## config.mk

```make
export PLATFORM = sky130hd
export DESIGN_NAME = dmem_arbiter_flat
export DESIGN_NICKNAME = d
export VERILOG_FILES = /design/src/rtl/dmem_arbiter_pkg.sv /design/src/rtl/dmem_arbiter_if.sv /design/src/rtl/dmem_arbiter_rr_arb2.sv /design/src/rtl/dmem_arbiter.sv /design/src/flat_wrapper.sv
export SDC_FILE = /design/constraint.sdc
export NUM_CORES = 1
export LEC_CHECK = 0
export BUFFER_PORTS_ARGS = -buffer_cell sky130_fd_sc_hd__buf_2
export CAP_MARGIN = 20
export CORE_AREA = 2 2 122 124
export DETAILED_ROUTE_END_ITERATION = 8
export DIE_AREA = 0 0 124 126
export PLACE_DENSITY = 0.7
export SYNTH_ARGS = -nofsm -noshare
export SYNTH_HDL_FRONTEND = slang
export SYNTH_SLANG_ARGS = --single-unit
export TNS_END_PERCENT = 20
```

## constraint.sdc

```tcl
create_clock -name clk -period 2.25 [get_ports clk]
set_input_delay 0.1125 -clock clk [delete_from_list [all_inputs] [get_ports clk]]
set_output_delay 0.1125 -clock clk [all_outputs]
set_load 0.01 [all_outputs]
```

## src/rtl/dmem_arbiter_pkg.sv

```systemverilog
// ============================================================================
//  Module   : dmem_pkg
//  Brief    : Shared types, size codes and alignment check for the data-memory
//             arbiter and the core's exception logic.
//  Revision : 1.0 - initial release
// ============================================================================
`default_nettype none

package dmem_pkg;

    // funct3 access-size codes
    localparam logic [2:0] SZ_B  = 3'b000;
    localparam logic [2:0] SZ_H  = 3'b001;
    localparam logic [2:0] SZ_W  = 3'b010;
    localparam logic [2:0] SZ_BU = 3'b100;
    localparam logic [2:0] SZ_HU = 3'b101;

    // Address width held in the transaction record
    localparam int DMEM_AW = 32;

    typedef enum logic [1:0] {
        ST_IDLE  = 2'd0,
        ST_ISSUE = 2'd1,
        ST_WAIT  = 2'd2,
        ST_RESP  = 2'd3
    } state_t;

    typedef struct packed {
        logic               write;
        logic [2:0]         size;
        logic [DMEM_AW-1:0] addr;
        logic [31:0]        wdata;
        logic               id;
    } mem_txn_t;

    // Halfwords need an even address, words a multiple of four; bytes never fault.
    function automatic logic is_misaligned(input logic [2:0] size, input logic [1:0] addr_lo);
        logic w_mis;
        w_mis = 1'b0;
        case (size)
            SZ_H, SZ_HU: w_mis = addr_lo[0];
            SZ_W:        w_mis = |addr_lo;
            default:     w_mis = 1'b0;
        endcase
        return w_mis;
    endfunction

endpackage

`default_nettype wire

```

## src/rtl/dmem_arbiter_if.sv

```systemverilog
// ============================================================================
//  Module   : dmem_arbiter_if
//  Brief    : Requester (two ports) and data-memory bus bundle of the arbiter.
//             slave = arbiter side, master = requesters + memory side.
//  Revision : 1.0 - initial release
// ============================================================================
`default_nettype none

interface dmem_arbiter_if #(
    parameter int AW = 32
);
    logic          req0_valid;
    logic          req0_ready;
    logic          req0_write;
    logic [2:0]    req0_size;
    logic [AW-1:0] req0_addr;
    logic [31:0]   req0_wdata;
    logic          resp0_valid;
    logic [31:0]   resp0_rdata;
    logic          resp0_err;

    logic          req1_valid;
    logic          req1_ready;
    logic          req1_write;
    logic [2:0]    req1_size;
    logic [AW-1:0] req1_addr;
    logic [31:0]   req1_wdata;
    logic          resp1_valid;
    logic [31:0]   resp1_rdata;
    logic          resp1_err;

    logic          mem_en;
    logic          mem_write;
    logic [2:0]    mem_size;
    logic [AW-1:0] mem_addr;
    logic [31:0]   mem_wdata;
    logic [31:0]   mem_rdata;

    modport slave (
        input  req0_valid, req0_write, req0_size, req0_addr, req0_wdata,
        output req0_ready, resp0_valid, resp0_rdata, resp0_err,
        input  req1_valid, req1_write, req1_size, req1_addr, req1_wdata,
        output req1_ready, resp1_valid, resp1_rdata, resp1_err,
        output mem_en, mem_write, mem_size, mem_addr, mem_wdata,
        input  mem_rdata
    );

    modport master (
        output req0_valid, req0_write, req0_size, req0_addr, req0_wdata,
        input  req0_ready, resp0_valid, resp0_rdata, resp0_err,
        output req1_valid, req1_write, req1_size, req1_addr, req1_wdata,
        input  req1_ready, resp1_valid, resp1_rdata, resp1_err,
        input  mem_en, mem_write, mem_size, mem_addr, mem_wdata,
        output mem_rdata
    );

endinterface

`default_nettype wire

```

## src/rtl/dmem_arbiter_rr_arb2.sv

```systemverilog
// ============================================================================
//  Module   : rr_arb2
//  Brief    : Two-way round-robin grant. A lone requester always wins; on a
//             tie the port that was not granted last wins.
//  Revision : 1.0 - initial release
// ============================================================================
`default_nettype none

module rr_arb2 (
    input  logic       clk,
    input  logic       reset,
    input  logic [1:0] req,
    input  logic       accept,
    output logic [1:0] gnt
);

    logic r_last_grant;

    // Grant decode from the current requests and the last winner
    always_comb begin
        gnt = 2'b00;
        case (req)
            2'b01:   gnt = 2'b01;
            2'b10:   gnt = 2'b10;
            2'b11:   gnt = r_last_grant ? 2'b01 : 2'b10;
            default: gnt = 2'b00;
        endcase
    end

    // Remember the winner of each accepted grant; reset favours port 0
    always_ff @(posedge clk) begin
        if (reset) begin
            r_last_grant <= 1'b1;
        end else if (accept) begin
            r_last_grant <= gnt[1];
        end
    end

endmodule

`default_nettype wire

```

## src/rtl/dmem_arbiter.sv

```systemverilog
// ============================================================================
//  Module   : dmem_arbiter
//  Brief    : Shares a single-port synchronous data memory between the core
//             M-stage (port 0) and a loader/DMA (port 1). One transaction in
//             flight, round-robin grant, misaligned accesses answered with err
//             without touching memory.
//  Revision : 1.0 - initial release
// ============================================================================
`default_nettype none

module dmem_arbiter #(
    parameter int MEM_LAT = 1,
    parameter int AW      = 32
) (
    input  logic          clk,
    input  logic          reset,
    dmem_arbiter_if.slave bus
);
    import dmem_pkg::*;

    localparam logic [2:0] c_LAT_M1 = 3'(MEM_LAT - 1);

    state_t        r_state;
    mem_txn_t      r_txn;
    logic [2:0]    r_cnt;
    logic          r_mem_en;
    logic [1:0]    r_resp_valid;
    logic          r_resp_err;

    logic [1:0]    w_req;
    logic [1:0]    w_gnt;
    logic          w_idle;
    logic          w_accept;
    logic          w_sel;
    logic          w_write;
    logic [2:0]    w_size;
    logic [AW-1:0] w_addr;
    logic [31:0]   w_wdata;
    logic          w_mis;
    logic [31:0]   w_rdata;

    assign w_req    = {bus.req1_valid, bus.req0_valid};
    // Ready is held low while reset is asserted so nothing is accepted then
    assign w_idle   = (r_state == ST_IDLE) && !reset;
    assign w_accept = w_idle && (|w_req);

    rr_arb2 u_rr_arb2 (
        .clk    (clk),
        .reset  (reset),
        .req    (w_req),
        .accept (w_accept),
        .gnt    (w_gnt)
    );

    // Fields of the granted requester, only ever used to load the txn record
    assign w_sel   = w_gnt[1];
    assign w_write = w_sel ? bus.req1_write : bus.req0_write;
    assign w_size  = w_sel ? bus.req1_size  : bus.req0_size;
    assign w_addr  = w_sel ? bus.req1_addr  : bus.req0_addr;
    assign w_wdata = w_sel ? bus.req1_wdata : bus.req0_wdata;
    assign w_mis   = is_misaligned(w_size, w_addr[1:0]);

    assign bus.req0_ready = w_idle & w_gnt[0];
    assign bus.req1_ready = w_idle & w_gnt[1];

    // Memory pins come only from the latched record and are zero outside ISSUE
    assign bus.mem_en    = r_mem_en;
    assign bus.mem_write = r_mem_en & r_txn.write;
    assign bus.mem_size  = r_mem_en ? r_txn.size        : 3'b000;
    assign bus.mem_addr  = r_mem_en ? AW'(r_txn.addr)   : '0;
    assign bus.mem_wdata = r_mem_en ? r_txn.wdata       : 32'h0;

    // Load data arrives in the RESP cycle, so it is passed straight through
    assign w_rdata = (!r_txn.write && !r_resp_err) ? bus.mem_rdata : 32'h0;

    assign bus.resp0_valid = r_resp_valid[0];
    assign bus.resp0_rdata = r_resp_valid[0] ? w_rdata : 32'h0;
    assign bus.resp0_err   = r_resp_valid[0] & r_resp_err;
    assign bus.resp1_valid = r_resp_valid[1];
    assign bus.resp1_rdata = r_resp_valid[1] ? w_rdata : 32'h0;
    assign bus.resp1_err   = r_resp_valid[1] & r_resp_err;

    // Transaction sequencer: accept, issue, wait out the latency, respond
    always_ff @(posedge clk) begin
        if (reset) begin
            r_state      <= ST_IDLE;
            r_txn        <= '0;
            r_cnt        <= 3'd0;
            r_mem_en     <= 1'b0;
            r_resp_valid <= 2'b00;
            r_resp_err   <= 1'b0;
        end else begin
            case (r_state)
                ST_IDLE: begin
                    if (w_accept) begin
                        r_txn.write <= w_write;
                        r_txn.size  <= w_size;
                        r_txn.addr  <= DMEM_AW'(w_addr);
                        r_txn.wdata <= w_wdata;
                        r_txn.id    <= w_sel;
                        if (w_mis) begin
                            r_state      <= ST_RESP;
                            r_resp_valid <= {w_sel, !w_sel};
                            r_resp_err   <= 1'b1;
                        end else begin
                            r_state  <= ST_ISSUE;
                            r_mem_en <= 1'b1;
                        end
                    end
                end
                ST_ISSUE: begin
                    r_mem_en <= 1'b0;
                    r_cnt    <= c_LAT_M1;
                    if (MEM_LAT > 1) begin
                        r_state <= ST_WAIT;
                    end else begin
                        r_state      <= ST_RESP;
                        r_resp_valid <= {r_txn.id, !r_txn.id};
                    end
                end
                ST_WAIT: begin
                    r_cnt <= r_cnt - 3'd1;
                    if (r_cnt == 3'd1) begin
                        r_state      <= ST_RESP;
                        r_resp_valid <= {r_txn.id, !r_txn.id};
                    end
                end
                ST_RESP: begin
                    r_resp_valid <= 2'b00;
                    r_resp_err   <= 1'b0;
                    r_state      <= ST_IDLE;
                end
                default: r_state <= ST_IDLE;
            endcase
        end
    end

endmodule

`default_nettype wire

```

## src/flat_wrapper.sv

```systemverilog
// flat-port wrapper written by rule: the top's interface ports become plain ports
module dmem_arbiter_flat import dmem_pkg::*;
#(
    parameter int MEM_LAT = 1,
    parameter int AW      = 32
)
  (clk, reset, bus_req0_valid, bus_req0_write, bus_req0_size, bus_req0_addr, bus_req0_wdata, bus_req0_ready, bus_resp0_valid, bus_resp0_rdata, bus_resp0_err, bus_req1_valid, bus_req1_write, bus_req1_size, bus_req1_addr, bus_req1_wdata, bus_req1_ready, bus_resp1_valid, bus_resp1_rdata, bus_resp1_err, bus_mem_en, bus_mem_write, bus_mem_size, bus_mem_addr, bus_mem_wdata, bus_mem_rdata);
  dmem_arbiter_if #(.AW(AW)) bus_i ();
  input  logic clk;
  input  logic reset;
  input wire logic [$bits(bus_i.req0_valid)-1:0] bus_req0_valid;
  input wire logic [$bits(bus_i.req0_write)-1:0] bus_req0_write;
  input wire logic [$bits(bus_i.req0_size)-1:0] bus_req0_size;
  input wire logic [$bits(bus_i.req0_addr)-1:0] bus_req0_addr;
  input wire logic [$bits(bus_i.req0_wdata)-1:0] bus_req0_wdata;
  output wire logic [$bits(bus_i.req0_ready)-1:0] bus_req0_ready;
  output wire logic [$bits(bus_i.resp0_valid)-1:0] bus_resp0_valid;
  output wire logic [$bits(bus_i.resp0_rdata)-1:0] bus_resp0_rdata;
  output wire logic [$bits(bus_i.resp0_err)-1:0] bus_resp0_err;
  input wire logic [$bits(bus_i.req1_valid)-1:0] bus_req1_valid;
  input wire logic [$bits(bus_i.req1_write)-1:0] bus_req1_write;
  input wire logic [$bits(bus_i.req1_size)-1:0] bus_req1_size;
  input wire logic [$bits(bus_i.req1_addr)-1:0] bus_req1_addr;
  input wire logic [$bits(bus_i.req1_wdata)-1:0] bus_req1_wdata;
  output wire logic [$bits(bus_i.req1_ready)-1:0] bus_req1_ready;
  output wire logic [$bits(bus_i.resp1_valid)-1:0] bus_resp1_valid;
  output wire logic [$bits(bus_i.resp1_rdata)-1:0] bus_resp1_rdata;
  output wire logic [$bits(bus_i.resp1_err)-1:0] bus_resp1_err;
  output wire logic [$bits(bus_i.mem_en)-1:0] bus_mem_en;
  output wire logic [$bits(bus_i.mem_write)-1:0] bus_mem_write;
  output wire logic [$bits(bus_i.mem_size)-1:0] bus_mem_size;
  output wire logic [$bits(bus_i.mem_addr)-1:0] bus_mem_addr;
  output wire logic [$bits(bus_i.mem_wdata)-1:0] bus_mem_wdata;
  input wire logic [$bits(bus_i.mem_rdata)-1:0] bus_mem_rdata;
  assign bus_i.req0_valid = bus_req0_valid;
  assign bus_i.req0_write = bus_req0_write;
  assign bus_i.req0_size = bus_req0_size;
  assign bus_i.req0_addr = bus_req0_addr;
  assign bus_i.req0_wdata = bus_req0_wdata;
  assign bus_req0_ready = bus_i.req0_ready;
  assign bus_resp0_valid = bus_i.resp0_valid;
  assign bus_resp0_rdata = bus_i.resp0_rdata;
  assign bus_resp0_err = bus_i.resp0_err;
  assign bus_i.req1_valid = bus_req1_valid;
  assign bus_i.req1_write = bus_req1_write;
  assign bus_i.req1_size = bus_req1_size;
  assign bus_i.req1_addr = bus_req1_addr;
  assign bus_i.req1_wdata = bus_req1_wdata;
  assign bus_req1_ready = bus_i.req1_ready;
  assign bus_resp1_valid = bus_i.resp1_valid;
  assign bus_resp1_rdata = bus_i.resp1_rdata;
  assign bus_resp1_err = bus_i.resp1_err;
  assign bus_mem_en = bus_i.mem_en;
  assign bus_mem_write = bus_i.mem_write;
  assign bus_mem_size = bus_i.mem_size;
  assign bus_mem_addr = bus_i.mem_addr;
  assign bus_mem_wdata = bus_i.mem_wdata;
  assign bus_i.mem_rdata = bus_mem_rdata;
  dmem_arbiter #(.MEM_LAT(MEM_LAT), .AW(AW)) u_core (.clk(clk), .reset(reset), .bus(bus_i));
endmodule
```

# Word-level counts from Yosys, hierarchy flattened
# Cells that the tools add are included.
# word_totals
regBits,79
input_bits,172
out_inout_bits,139
elab_cells,79
# classes
add_sub_neg,1
n_eq_ne,14
mux,28
bitwise_logic,5
n_reduce_logical,20
# ops
op,count
$mux W32,7
$pmux W2 S4,2
$mux W2,7
$reduce_and A3 Y1,3
$eq A2 B2 Y1 const B,4
$eq A3 B1 Y1 const B,2
$mux W3,2
$pmux W1 S2,3
$pmux W2 S3,1
$pmux W3 S2,1
$reduce_bool A2 Y1,3
$reduce_or A2 Y1,3
$and A1 B1 Y1,5
$logic_not A1 Y1,5
$mux W1,5
$eq A2 B1 Y1 const B,2
$ne A2 B1 Y1 const B,2
$ne A2 B2 Y1 const B,2
$reduce_and A2 Y1,2
$eq A3 B2 Y1 const B,1
$eq A3 B3 Y1 const B,1
$logic_and A1 B1 Y1,3
$sub A3 B1 Y3 const B,1
$logic_not A2 Y1,1

# Depth between registers and ports, before layout
# Gate-level depths: netlist of the first run.
# depth
depth_word,9
mapped_depth,9
ltp_nobuf,7

# Cells and area by module
# Synthesis of the first run repeated with hierarchy kept, for this count alone.
# unflattened
hier_cells,538
hier_area_um2,4618.2
# modules_own_cells
mod,instances,cells_per_inst,area_per_inst_um2,seq_area_each_um2
dmem_arbiter,1,532,4564.4,1561.5
rr_arb2,1,6,53.8,20.0

# Least setup slack after synthesis of the first run
# Ideal clock, no wire load.
# synth_timing
kind,reg-to-reg
start,register u_core.r_state[0]
end,register u_core.r_txn[10] in the netlist's numbering
setup_time_ps,116
t_arrival_ps,1761
t_required_ps,2134
path_slack_ps,373
stages_incl_launch_ff,10
n_path_buf,3
synth_period_minus_slack_ps,1877
path_cell_list,dfxtp_1 -> inv_1 -> ha_1 -> nand2b_1 -> or2_2 -> buf_2 -> buf_2 -> clkbuf_1 -> nor2_1 -> a31o_2
# synth_via
elab_chain_len,4
# synth_lines
item,line,rtl
"start, declared",dmem_arbiter.sv:23,state_t r_state;
"start signal, assigned",dmem_arbiter.sv:86,r_state <= ST_IDLE;
"start signal, assigned",dmem_arbiter.sv:102,r_state <= ST_RESP;
"start signal, assigned",dmem_arbiter.sv:106,r_state <= ST_ISSUE;
$logic_not A2 Y1 (*),"dmem_arbiter.sv:44, dmem_arbiter.sv:93",
$logic_and A1 B1 Y1,dmem_arbiter.sv:44,assign w_idle = (r_state == ST_IDLE) && !reset;
$logic_and A1 B1 Y1,dmem_arbiter.sv:45,assign w_accept = w_idle && (|w_req);
$reduce_and A2 Y1 (no line) (*),--,
"end, declared",dmem_arbiter.sv:24,mem_txn_t r_txn;
# Mark *: on every way between the ends. The rest lies on a longest branch, timed or not.
# A chain may end at the register's enable or synchronous reset.

# Worst setup path after layout of the first run
# layout_timing
start,register u_core.r_state[0]
end,register u_core.r_txn[44] in the netlist's numbering
# The elaborated chain is that of the path after synthesis.

==> results.tsv, run 1 <==
stage	metric	value	unit
routing	vias	4806	
logic_synthesis	synth_area_leader_cell	dfxtp_1	
cts	clkTransAtPathRegs	60	ps
routing	post_drt_wl_per_cell	14.3	um
floorplan	die_width	124	um
cells_and_area	multi_input_area	2880	sq um
placement	io_buffers	310	
cts	cts_tree	done	
routing	drt-total-wl	14600	um
grt	grt_pass1_vias	4324	
sta	fin_crit_sh	85.9	%
sta	hold_viol	0	
logic_synthesis	yosysMostFrequentCell	and2_1	
cts	cts.htree.levels	3	
power_and_ir_drop	p_seq_share	34.0	%
power_and_ir_drop	leakagePower	3.59	nW
placement	preCtsSetupSlack	338	ps
sta	period_needed	1930	ps
logic_synthesis	postSynthAreaPerCell	8.60	sq um
critical_path	cp.required	2480	ps
grt	grt_use_total	18.0	%
routing	avgViaCountPerCell	4.71	
logic_synthesis	netlist_top_cells_count	135 x and2_1, 81 x nor2_1, 79 x dfxtp_1	
critical_path	critPathKind	register to register	
cts	cts-buffers-inserted	9	
power_and_ir_drop	vdd_ir_drop_max	0.310	mV
min_path	min_path_cells	2	
sta	skew	5.16	ps
critical_path	path_max_fanout	30	
cts	clk_latency	330	ps
cts	cts_hold_buffers	0	
cts	post_cts_buffers	0	
min_path	hold_class	input pin to register	
sta	slew_headroom	63.9	%
critical_path	crit_arrival	2170	ps
power_and_ir_drop	power_density	877	nW/um^2
placement	gp_congestion	0.762	
critical_path	start_kind	register	
logic_synthesis	async_flop_share	0	%
logic_synthesis	synth-seq-cells	79	
power_and_ir_drop	pwr-share-clk	23.9	%
cells_and_area	nNetsFinal	1010	
critical_path	rr_startpoint	u_core.r_state[0]	
routing	ant_nets	0	
floorplan	die_h	126	um
cells_and_area	n_antenna_cell	0	
sta	finalSetupViolations	0	
min_path	hold_path_end	u_core.r_cnt[0]	
critical_path	ff2ff_path_depth	7	
placement	place_area	6440	sq um
flow_run	cap_violations	0	
sta	worst_pin_slew	528	ps
placement	dpl.hpwl	11300	um
sta	tns	0	ps
cells_and_area	layout-drive-gt1-share	50.2	%
cells_and_area	final_design_area_no_fill	6730	sq um
logic_synthesis	netlist_instances	543	
grt	gr-total-overflow	0	
floorplan	start_util	32.6	%
critical_path	crit_path_end_kind	register	
logic_synthesis	synth_ff_type	dfxtp_1	
logic_synthesis	syn_nets	722	
grt	grt_max_degree	64	
critical_path	crit_chain	inv_1 -> ha_1 -> nand2b_1 -> or2_4 -> buf_4 -> nor2_1 -> a31o_2	
logic_synthesis	synth_top_cells_by_area	dfxtp_1 34%, and2_1 18%, mux2i_1 15%	
logic_synthesis	ys_seq_area_share	33.9	%
power_and_ir_drop	power	5.90	mW
routing	drc_errors	0	
logic_synthesis	synth_edf_count	0	
cts	clk_path_buf_depth	2	
sta	rsz0062_at_grt	false	
critical_path	r2r_end	u_core.r_txn[44]	
logic_synthesis	ys_types	36	
cells_and_area	register_area	1580	sq um
routing	first_iter_violations	162	
floorplan	io_pins	311	
power_and_ir_drop	switching_share	35.9	%
power_and_ir_drop	intPower	3.79	mW
cts	cts_resized	0	
cells_and_area	postLayoutCoreUtil	47.0	%
cts	cts.sinks	79	
critical_path	reg2reg_slack	320	ps
cells_and_area	nFillCells	1456	
critical_path	cp_slowest_cell	dfxtp_1	
sta	setup_ws	316	ps
grt	grt_pass1_wl	21800	um
logic_synthesis	yosys_warnings	0	
status	outcome	completed	
power_and_ir_drop	p_comb_share	42.1	%
sta	fmax	517	MHz
critical_path	slowest_delay	380	ps
cts	cts_root_buf	clkbuf_16	
logic_synthesis	synth_top_cell_area_share	33.9	%
min_path	hp-start	reset	
cells_and_area	area_growth	44.2	%
routing	first_pass_iters	4	
floorplan	dieArea	15600	sq um
floorplan	num_rows	44	
floorplan	coreArea	14300	sq um
logic_synthesis	synthesis.area	4670	sq um
sta	slew_violations	0	
power_and_ir_drop	p_sw	2.12	mW
grt	antenna_found_initial	0	
-- logic make-up (layout without fill, tap and decap cells) --
kind of cell | count (synthesis) | after routing | synth area share, %
fa+ha+maj | 7 | 7 | 1.88
compound gates | 95 | 95 | 16.9
buf+inv | 57 | 350 | 5.01
simple gates | 235 | 235 | 27.3
mux | 70 | 70 | 15.1
flops | 79 | 79 | 33.9
-- cell type report --
class,instances,share of cell area [%]
multi-input cells,407,42.7
repair buffers,323,25.4
flip-flops and latches,79,23.5
clock buffers,10,3.55
well taps,184,3.42
clock inverters,6,0.762
inverters,11,0.613
-- layout by cell type, fill, tap and decap left out, types with 2 or more instances in the layout --
cell type / instances
a2111oi_0: 4
a21o_2: 2
a21oi_1: 5
a31o_2: 69
and2_1: 135
and2b_1: 2
buf_12: 5
buf_2: 310
buf_4: 8
clkbuf_16: 9
clkinv_4: 2
dfxtp_1: 78
ha_1: 7
inv_1: 10
inv_6: 3
mux2_1: 2
mux2i_1: 68
nand2_1: 5
nand2b_1: 2
nand3_1: 2
nor2_1: 81
nor3b_2: 2
nor4_2: 2
o21ai_0: 5
-- power by group through the flow --
stage | combinational [mW] | sequential, mW | clock, mW
after floorplan | 1.70 | 1.96 | 0
after global placement | 2.49 | 2.02 | 0
after detailed placement | 2.52 | 2.04 | 0
after CTS | 2.53 | 2.01 | 1.46
after global routing | 2.78 | 2.07 | 1.52
final | 2.48 | 2.01 | 1.41
-- per-stage QoR --
step	hold WS, ps	instances
2_1_floorplan	343	543
3_3_place_gp	434	1004
4_1_cts	75.5	1020
6_report	84.4	1020
3_5_place_dp	438	1004
5_1_grt	92.3	1020
-- state kept, by name, summed over array words and instances, names as in the netlist --
register	flops
u_core.bus.mem_en	1
u_core.r_cnt	3
u_core.r_resp_err	1
u_core.r_resp_valid	2
u_core.r_state	2
u_core.r_txn	69
u_core.u_rr_arb2.r_last_grant	1
-- how the worst max path moves through the flow --
stage / from / end / slack, ps
after floorplan: u_core.r_state[0] / u_core.r_txn[10] / 370
after global placement: u_core.r_state[0] / u_core.r_txn[44] / 390
after detailed placement: u_core.r_state[0] / u_core.r_txn[44] / 340
after CTS: u_core.r_state[0] / u_core.r_txn[35] / 330
after global routing: u_core.r_state[0] / u_core.r_txn[37] / 150
final: u_core.r_state[0] / u_core.r_txn[44] / 320
-- worst max-delay path, delay by kind of cell (launching register included) --
| family | cells | cell delay (ps) |
|---|---|---|
| and+or+nand+nor | 3 | 570 |
| AOI/OAI and AO/OA | 1 | 210 |
| adders and majority gates | 1 | 210 |
| DFF | 1 | 380 |
| buffers and inverters | 2 | 450 |
-- metal layers --
layer | up-vias | global-route usage (%) | share of wire [%]
li1 | 2439 | - | -
met1 | 2159 | 20.1 | 39
met2 | 202 | 32.7 | 50
met3 | 6 | 6.11 | 9.6
met4 | 0 | 3.97 | 0.70
met5 | - | 0 | 0
No activity file was read; power rests on OpenSTA's default activity.
==> run 2, diff against run 1 <==
ABC_AREA = 1   (was not set)
PLACE_DENSITY = 0.72   (was 0.7)
==> results.tsv, run 2 <==
stage	metric	value	unit	change
status	outcome	completed		unchanged
floorplan	start_util	34.8	%	was 32.6%
power_and_ir_drop	pwr-share-clk	21.4	%	was 23.9%
floorplan	coreArea	14300	sq um	unchanged
logic_synthesis	netlist_top_cells_count	220 x nand2_1, 188 x inv_1, 79 x dfxtp_1		was 135 x and2_1, 81 x nor2_1, 79 x dfxtp_1
sta	finalSetupViolations	0		unchanged
routing	avgViaCountPerCell	4.61		was 4.71
routing	vias	5843		was 4806
logic_synthesis	yosys_warnings	0		unchanged
placement	dpl.hpwl	12100	um	was 11300 um
critical_path	crit_path_end_kind	register		unchanged
grt	grt_pass1_vias	5035		was 4324
power_and_ir_drop	power_density	1060	nW/um^2	was 877 nW/um^2
logic_synthesis	syn_nets	979		was 722
cts	cts_hold_buffers	0		unchanged
cts	cts.sinks	79		unchanged
cts	cts-buffers-inserted	9		unchanged
logic_synthesis	ys_seq_area_share	31.7	%	was 33.9%
flow_run	cap_violations	0		unchanged
critical_path	cp_slowest_cell	dfxtp_1		unchanged
cells_and_area	nNetsFinal	1257		was 1010
cells_and_area	layout_common_cells	310 x buf_2, 220 x nand2_1, 187 x inv_1		was 310 x buf_2, 135 x and2_1, 81 x nor2_1
cells_and_area	area_growth	39.3	%	was 44.2%
power_and_ir_drop	vdd_ir_drop_max	0.430	mV	was 0.310 mV
grt	grt_pass1_wl	24100	um	was 21800 um
logic_synthesis	synth_edf_count	0		unchanged
grt	gr-total-overflow	0		unchanged
critical_path	start_kind	register		unchanged
logic_synthesis	postSynthAreaPerCell	6.23	sq um	was 8.60 sq um
sta	slew_headroom	38.1	%	was 63.9%
floorplan	die_width	124	um	unchanged
cts	clkTransAtPathRegs	60	ps	about the same
floorplan	die_h	126	um	unchanged
critical_path	crit_chain	inv_1 -> ha_1 -> inv_1 -> nor2_1 -> inv_2 -> a21oi_4 -> buf_12 -> inv_2 -> o21ai_0 -> nand3_1 -> nand2_1 -> nor2_1		was inv_1 -> ha_1 -> nand2b_1 -> or2_4 -> buf_4 -> nor2_1 -> a31o_2
power_and_ir_drop	switching_share	39.6	%	was 35.9%
logic_synthesis	synthesis.area	4980	sq um	was 4670 sq um
placement	gp_congestion	0.821		was 0.762
cells_and_area	largest_reg_flops	69		unchanged
power_and_ir_drop	p_seq_share	31.5	%	was 34.0%
cts	clk_path_buf_depth	2		unchanged
logic_synthesis	ys_types	28		was 36
grt	antenna_found_initial	1		was 0
routing	drt-total-wl	16200	um	was 14600 um
cells_and_area	reg_top3	u_core.r_txn x69, u_core.r_cnt x3		unchanged
cts	cts.htree.levels	3		unchanged
critical_path	critPathKind	register to register		unchanged
logic_synthesis	synth-seq-cells	79		unchanged
power_and_ir_drop	intPower	4.44	mW	was 3.79 mW
min_path	hp-start	reset		unchanged
critical_path	slowest_delay	330	ps	was 380 ps
power_and_ir_drop	p_comb_share	47.1	%	was 42.1%
routing	first_iter_violations	215		was 162
critical_path	cp.required	2480	ps	about the same
floorplan	dieArea	15600	sq um	unchanged
critical_path	crit_path_start	u_core.r_state[0]		unchanged
cells_and_area	layout-drive-gt1-share	36.1	%	was 50.2%
sta	hold_viol	0		unchanged
critical_path	path_max_fanout	78		was 30
sta	fmax	489	MHz	was 517 MHz
logic_synthesis	synth_top_cells_by_area	dfxtp_1 32%, nand2_1 17%, inv_1 14%		was dfxtp_1 34%, and2_1 18%, mux2i_1 15%
cts	cts_resized	0		unchanged
critical_path	crit_buf_inv	5		was 2
sta	period_needed	2040	ps	was 1930 ps
logic_synthesis	async_flop_share	0	%	unchanged
routing	ant_nets	0		unchanged
logic_synthesis	synth_area_leader_cell	dfxtp_1		unchanged
critical_path	rr_startpoint	u_core.r_state[0]		unchanged
sta	hold_ws	22.4	ps	was 84.4 ps
logic_synthesis	netlist_instances	800		was 543
cells_and_area	largest-register	u_core.r_txn		unchanged
sta	rsz0062_at_grt	false		unchanged
power_and_ir_drop	leakagePower	4.54	nW	was 3.59 nW
routing	drc_errors	0		unchanged
logic_synthesis	yosysMostFrequentCell	nand2_1		was and2_1
sta	fin_crit_sh	90.9	%	was 85.9%
sta	worst_pin_slew	927	ps	was 528 ps
cells_and_area	final_common_cell	buf_2		unchanged
placement	io_buffers	310		unchanged
power_and_ir_drop	p_sw	2.91	mW	was 2.12 mW
sta	slew_violations	0		unchanged
cts	post_cts_buffers	0		unchanged
grt	grt_max_degree	79		was 64
critical_path	crit_arrival	2270	ps	was 2170 ps
critical_path	critPathTopFamily	buffers and inverters		was simple AND/OR/NAND/NOR gates
routing	first_pass_iters	5		was 4
grt	grt_use_total	19.5	%	was 18.0%
cts	cts_root_buf	clkbuf_16		unchanged
routing	post_drt_wl_per_cell	12.8	um	was 14.3 um
cts	clk_latency	340	ps	was 330 ps
logic_synthesis	synth_ff_type	dfxtp_1		unchanged
sta	skew	8.35	ps	was 5.16 ps
floorplan	io_pins	311		unchanged
min_path	hold_class	input pin to register		unchanged
floorplan	num_rows	44		unchanged
logic_synthesis	synth_top_cell_area_share	31.7	%	was 33.9%
cts	cts_tree	done		unchanged
sta	tns	0	ps	unchanged
run 2: cell types whose count changed in the layout (fill, tap and decap cells not counted), moves of 65 or more:
cell / before / now
and2_1: 135 / 0
inv_1: 10 / 187
nor2_1: 81 / 13
nor3_1: 0 / 65
mux2i_1: 68 / 0
nand2_1: 5 / 220
run 2: logic make-up (layout without fill, tap and decap cells):
| kind of cell | Yosys count | in the layout | synth area share, % |
|---|---|---|---|
| other | 0 | 1 | 0 |
| adders and majority gates | 7 | 7 | 1.76 |
| DFF | 79 | 79 | 31.7 |
| AOI/OAI and AO/OA | 153 | 153 | 20.9 |
| xor gates and xnor gates | 1 | 1 | 0.176 |
| buffers and inverters | 248 | 530 | 19.8 |
| and+or+nand+nor | 312 | 312 | 25.7 |
run 2: final timing paths:
| path | endpoint | slack, ps | cells after the start |
|---|---|---|---|
| worst max-delay path | u_core.r_resp_err | 210 | 12 |
| worst max register to register | u_core.r_resp_err | 210 | 12 |
| worst min register to register | u_core.r_cnt[1] | 490 | 2 |
| worst min-delay path | u_core.r_txn[0] | 20 | 2 |
run 2: layer usage:
layer / track usage (%) / vias to the layer above / wire, um / part of all wire, %
met5: 0 / - / 0 / 0
met4: 6.87 / 0 / 315 / 1.9
met3: 5.30 / 24 / 1350 / 8.4
met2: 35.2 / 225 / 7950 / 49
met1: 21.8 / 2566 / 6540 / 40
li1: - / 3028 / - / -
run 2: final cells by class:
cell class / count / area [sq um]
Antenna cell: 1 / 2.50
Clock buffer: 11 / 243
Clock inverter: 4 / 70.1
Fill cell: 1524 / 7370
Inverter: 191 / 717
Multi-Input combinational cell: 473 / 2420
Sequential cell: 79 / 1580
Tap cell: 184 / 230
Timing Repair Buffer: 324 / 1680
run 2: stage by stage:
step	area [sq um]	util [%]	instances	power, mW	setup WS (ps)
finish	6940	48.5	1267	7.35	205
global route	6940	48.5	1267	7.98	8.83
CTS	6940	48.5	1266	7.41	217
detailed placement	6630	46.3	1251	5.82	230
global placement	6630	46.3	1251	5.76	258
floorplan	4980	-	800	4.80	620
run 2: power groups by stage:
stage	logic [mW]	registers, mW	clock network [mW]
after floorplan	2.54	2.27	0
after global placement	3.44	2.32	0
after detailed placement	3.48	2.34	0
after CTS	3.49	2.31	1.61
after global routing	3.92	2.40	1.67
final	3.46	2.31	1.57
==> run 3, diff against run 2 <==
BUFFER_PORTS_ARGS = -buffer_cell sky130_fd_sc_hd__buf_4   (was -buffer_cell sky130_fd_sc_hd__buf_2)
==> results.tsv, run 3 (synthesis gave the netlist of run 2 again) <==
stage	metric	value	unit	change
cts	cts_tree	done		unchanged
cts	clk_latency	350	ps	was 340 ps
min_path	hold_class	input pin to register		unchanged
sta	period_needed	2070	ps	was 2040 ps
grt	grt_use_met1	22.9	%	was 21.8%
grt	gr-total-overflow	0		unchanged
sta	tns	0	ps	unchanged
grt	antenna_found_initial	0		was 1
cells_and_area	layout_common_cells	322 x buf_4, 220 x nand2_1, 187 x inv_1		was 310 x buf_2, 220 x nand2_1, 187 x inv_1
power_and_ir_drop	power_density	1010	nW/um^2	was 1060 nW/um^2
floorplan	coreArea	14300	sq um	unchanged
floorplan	dieArea	15600	sq um	unchanged
critical_path	critPathKind	register to output port		was register to register
routing	ant_nets	0		unchanged
critical_path	crit_arrival	1950	ps	was 2270 ps
power_and_ir_drop	leakagePower	4.70	nW	was 4.54 nW
cells_and_area	largest-register	u_core.r_txn		unchanged
cells_and_area	register_area	1580	sq um	unchanged
sta	finalSetupViolations	0		unchanged
cells_and_area	n_antenna_cell	0		was 1
sta	fin_crit_sh	91.8	%	was 90.9%
critical_path	path_max_fanout	64		was 78
routing	drc_errors	0		unchanged
grt	grt_pass1_wl	25600	um	was 24100 um
floorplan	io_pins	311		unchanged
placement	gp_congestion	0.817		was 0.821
status	outcome	completed		unchanged
power_and_ir_drop	switching_share	37.7	%	was 39.6%
routing	first_iter_violations	167		was 215
routing	post_drt_wl_per_cell	13.3	um	was 12.8 um
power_and_ir_drop	pwr-share-clk	21.9	%	was 21.4%
routing	vias	5891		was 5843
placement	io_buffers	310		unchanged
sta	slew_headroom	29.7	%	was 38.1%
cells_and_area	multi_input_area	2420	sq um	unchanged
cells_and_area	reg_top3	u_core.r_txn x69, u_core.r_cnt x3		unchanged
routing	drt-total-wl	16900	um	was 16200 um
sta	hold_ws	64.6	ps	was 22.4 ps
floorplan	die_width	124	um	unchanged
cells_and_area	postLayoutCoreUtil	54.2	%	was 48.5%
floorplan	num_rows	44		unchanged
power_and_ir_drop	intPower	4.86	mW	was 4.44 mW
cts	cts-buffers-inserted	9		unchanged
sta	fmax	484	MHz	was 489 MHz
sta	worst_pin_slew	1050	ps	was 927 ps
floorplan	start_util	34.8	%	unchanged
cts	cts_resized	0		unchanged
cells_and_area	area_growth	55.7	%	was 39.3%
routing	avgViaCountPerCell	4.65		was 4.61
sta	slew_violations	0		unchanged
cts	cts.htree.levels	3		unchanged
cts	cts_root_buf	clkbuf_16		unchanged
cells_and_area	layout-drive-gt1-share	36.1	%	about the same
cts	cts.sinks	79		unchanged
cts	clk_path_buf_depth	2		unchanged
grt	grt_util_met2	38.4	%	was 35.2%
flow_run	cap_violations	0		unchanged
grt	top_usage_layer	met2		unchanged
critical_path	crit_path_end_kind	output port		was register
placement	dpl.hpwl	12700	um	was 12100 um
cells_and_area	largest_reg_flops	69		unchanged
power_and_ir_drop	power	7.80	mW	was 7.35 mW
cells_and_area	final_common_cell	buf_4		was buf_2
sta	rsz0062_at_grt	false		unchanged
grt	grt_use_total	20.7	%	was 19.5%
power_and_ir_drop	p_comb_share	48.1	%	was 47.1%
sta	hold_viol	0		unchanged
power_and_ir_drop	p_seq_share	30.0	%	was 31.5%
grt	grt_pass1_vias	5333		was 5035
floorplan	die_h	126	um	unchanged
power_and_ir_drop	p_sw	2.94	mW	was 2.91 mW
cells_and_area	nFillCells	1481		was 1524
critical_path	start_kind	register		unchanged
grt	grt_max_degree	79		unchanged
routing	first_pass_iters	4		was 5
critical_path	cp.required	2140	ps	was 2480 ps
cells_and_area	nNetsFinal	1258		was 1257
sta	skew	7.95	ps	was 8.35 ps
cts	clkTransAtPathRegs	60	ps	about the same
grt	grt_use_met3	4.89	%	was 5.30%
power_and_ir_drop	vdd_ir_drop_max	0.454	mV	was 0.430 mV
[run 3: changes by cell type in the layout (fill, tap and decap cells not counted)]
cell	previous run	this run
bufinv_16	2	3
clkinv_2	2	0
clkbuf_8	1	2
buf_4	12	322
diode_2	1	0
buf_2	310	0
dlygate4sd3_1	0	1
[run 3: through the flow]
stage | setup slack [ps] | area (sq um) | instances
after floorplan | 620 | 4980 | 800
after CTS | 178 | 7760 | 1267
after detailed placement | 334 | 7400 | 1251
after global placement | 358 | 7400 | 1251
after global routing | 15.3 | 7760 | 1267
final | 185 | 7760 | 1267
[run 3: critical path, cell delays in order (launching register included)]
cell,delay (ps)
dfxtp_1,380
or2_2,840
nor3_1,170
buf_4,210
[run 3: final cells by class]
type                            instances  share of cell area [%]
Timing Repair Buffer                  325                    31.8
Inverter                              191                    9.24
Clock inverter                          3                    1.16
Sequential cell                        79                    20.4
Tap cell                              184                    2.97
Clock buffer                           12                    3.30
Multi-Input combinational cell        473                    31.1
[run 3: repair_timing]
item / 4_1_cts / 5_1_grt
hold buffers: 1 / 0
hold endpoints to repair: 1 / 0
setup buffers: 0 / 0
[run 3: worst paths after layout]
check | from | depth (start not counted) | slack, ps | endpoint
worst max-delay path | u_core.r_resp_err | 3 | 180 | bus_resp1_rdata[4]
worst min-delay path | bus_req1_size[0] | 3 | 60 | u_core.r_txn[65]
worst max register to register | u_core.r_state[0] | 12 | 260 | u_core.r_resp_err
worst min register to register | u_core.r_txn[34] | 2 | 490 | u_core.r_txn[34]
[run 3: routing by layer]
metal	part of all wire [%]	routed length [um]
met4	1.2	210
met3	8.7	1460
met2	50	8450
met1	40	6760
met5	0	0
[run 3: power groups by stage]
stage / registers (mW) / clock network (mW) / logic [mW]
floorplan: 2.27 / 0 / 2.54
global placement: 2.34 / 0 / 3.73
detailed placement: 2.36 / 0 / 3.76
CTS: 2.34 / 1.75 / 3.78
global route: 2.42 / 1.81 / 4.22
finish: 2.34 / 1.71 / 3.75
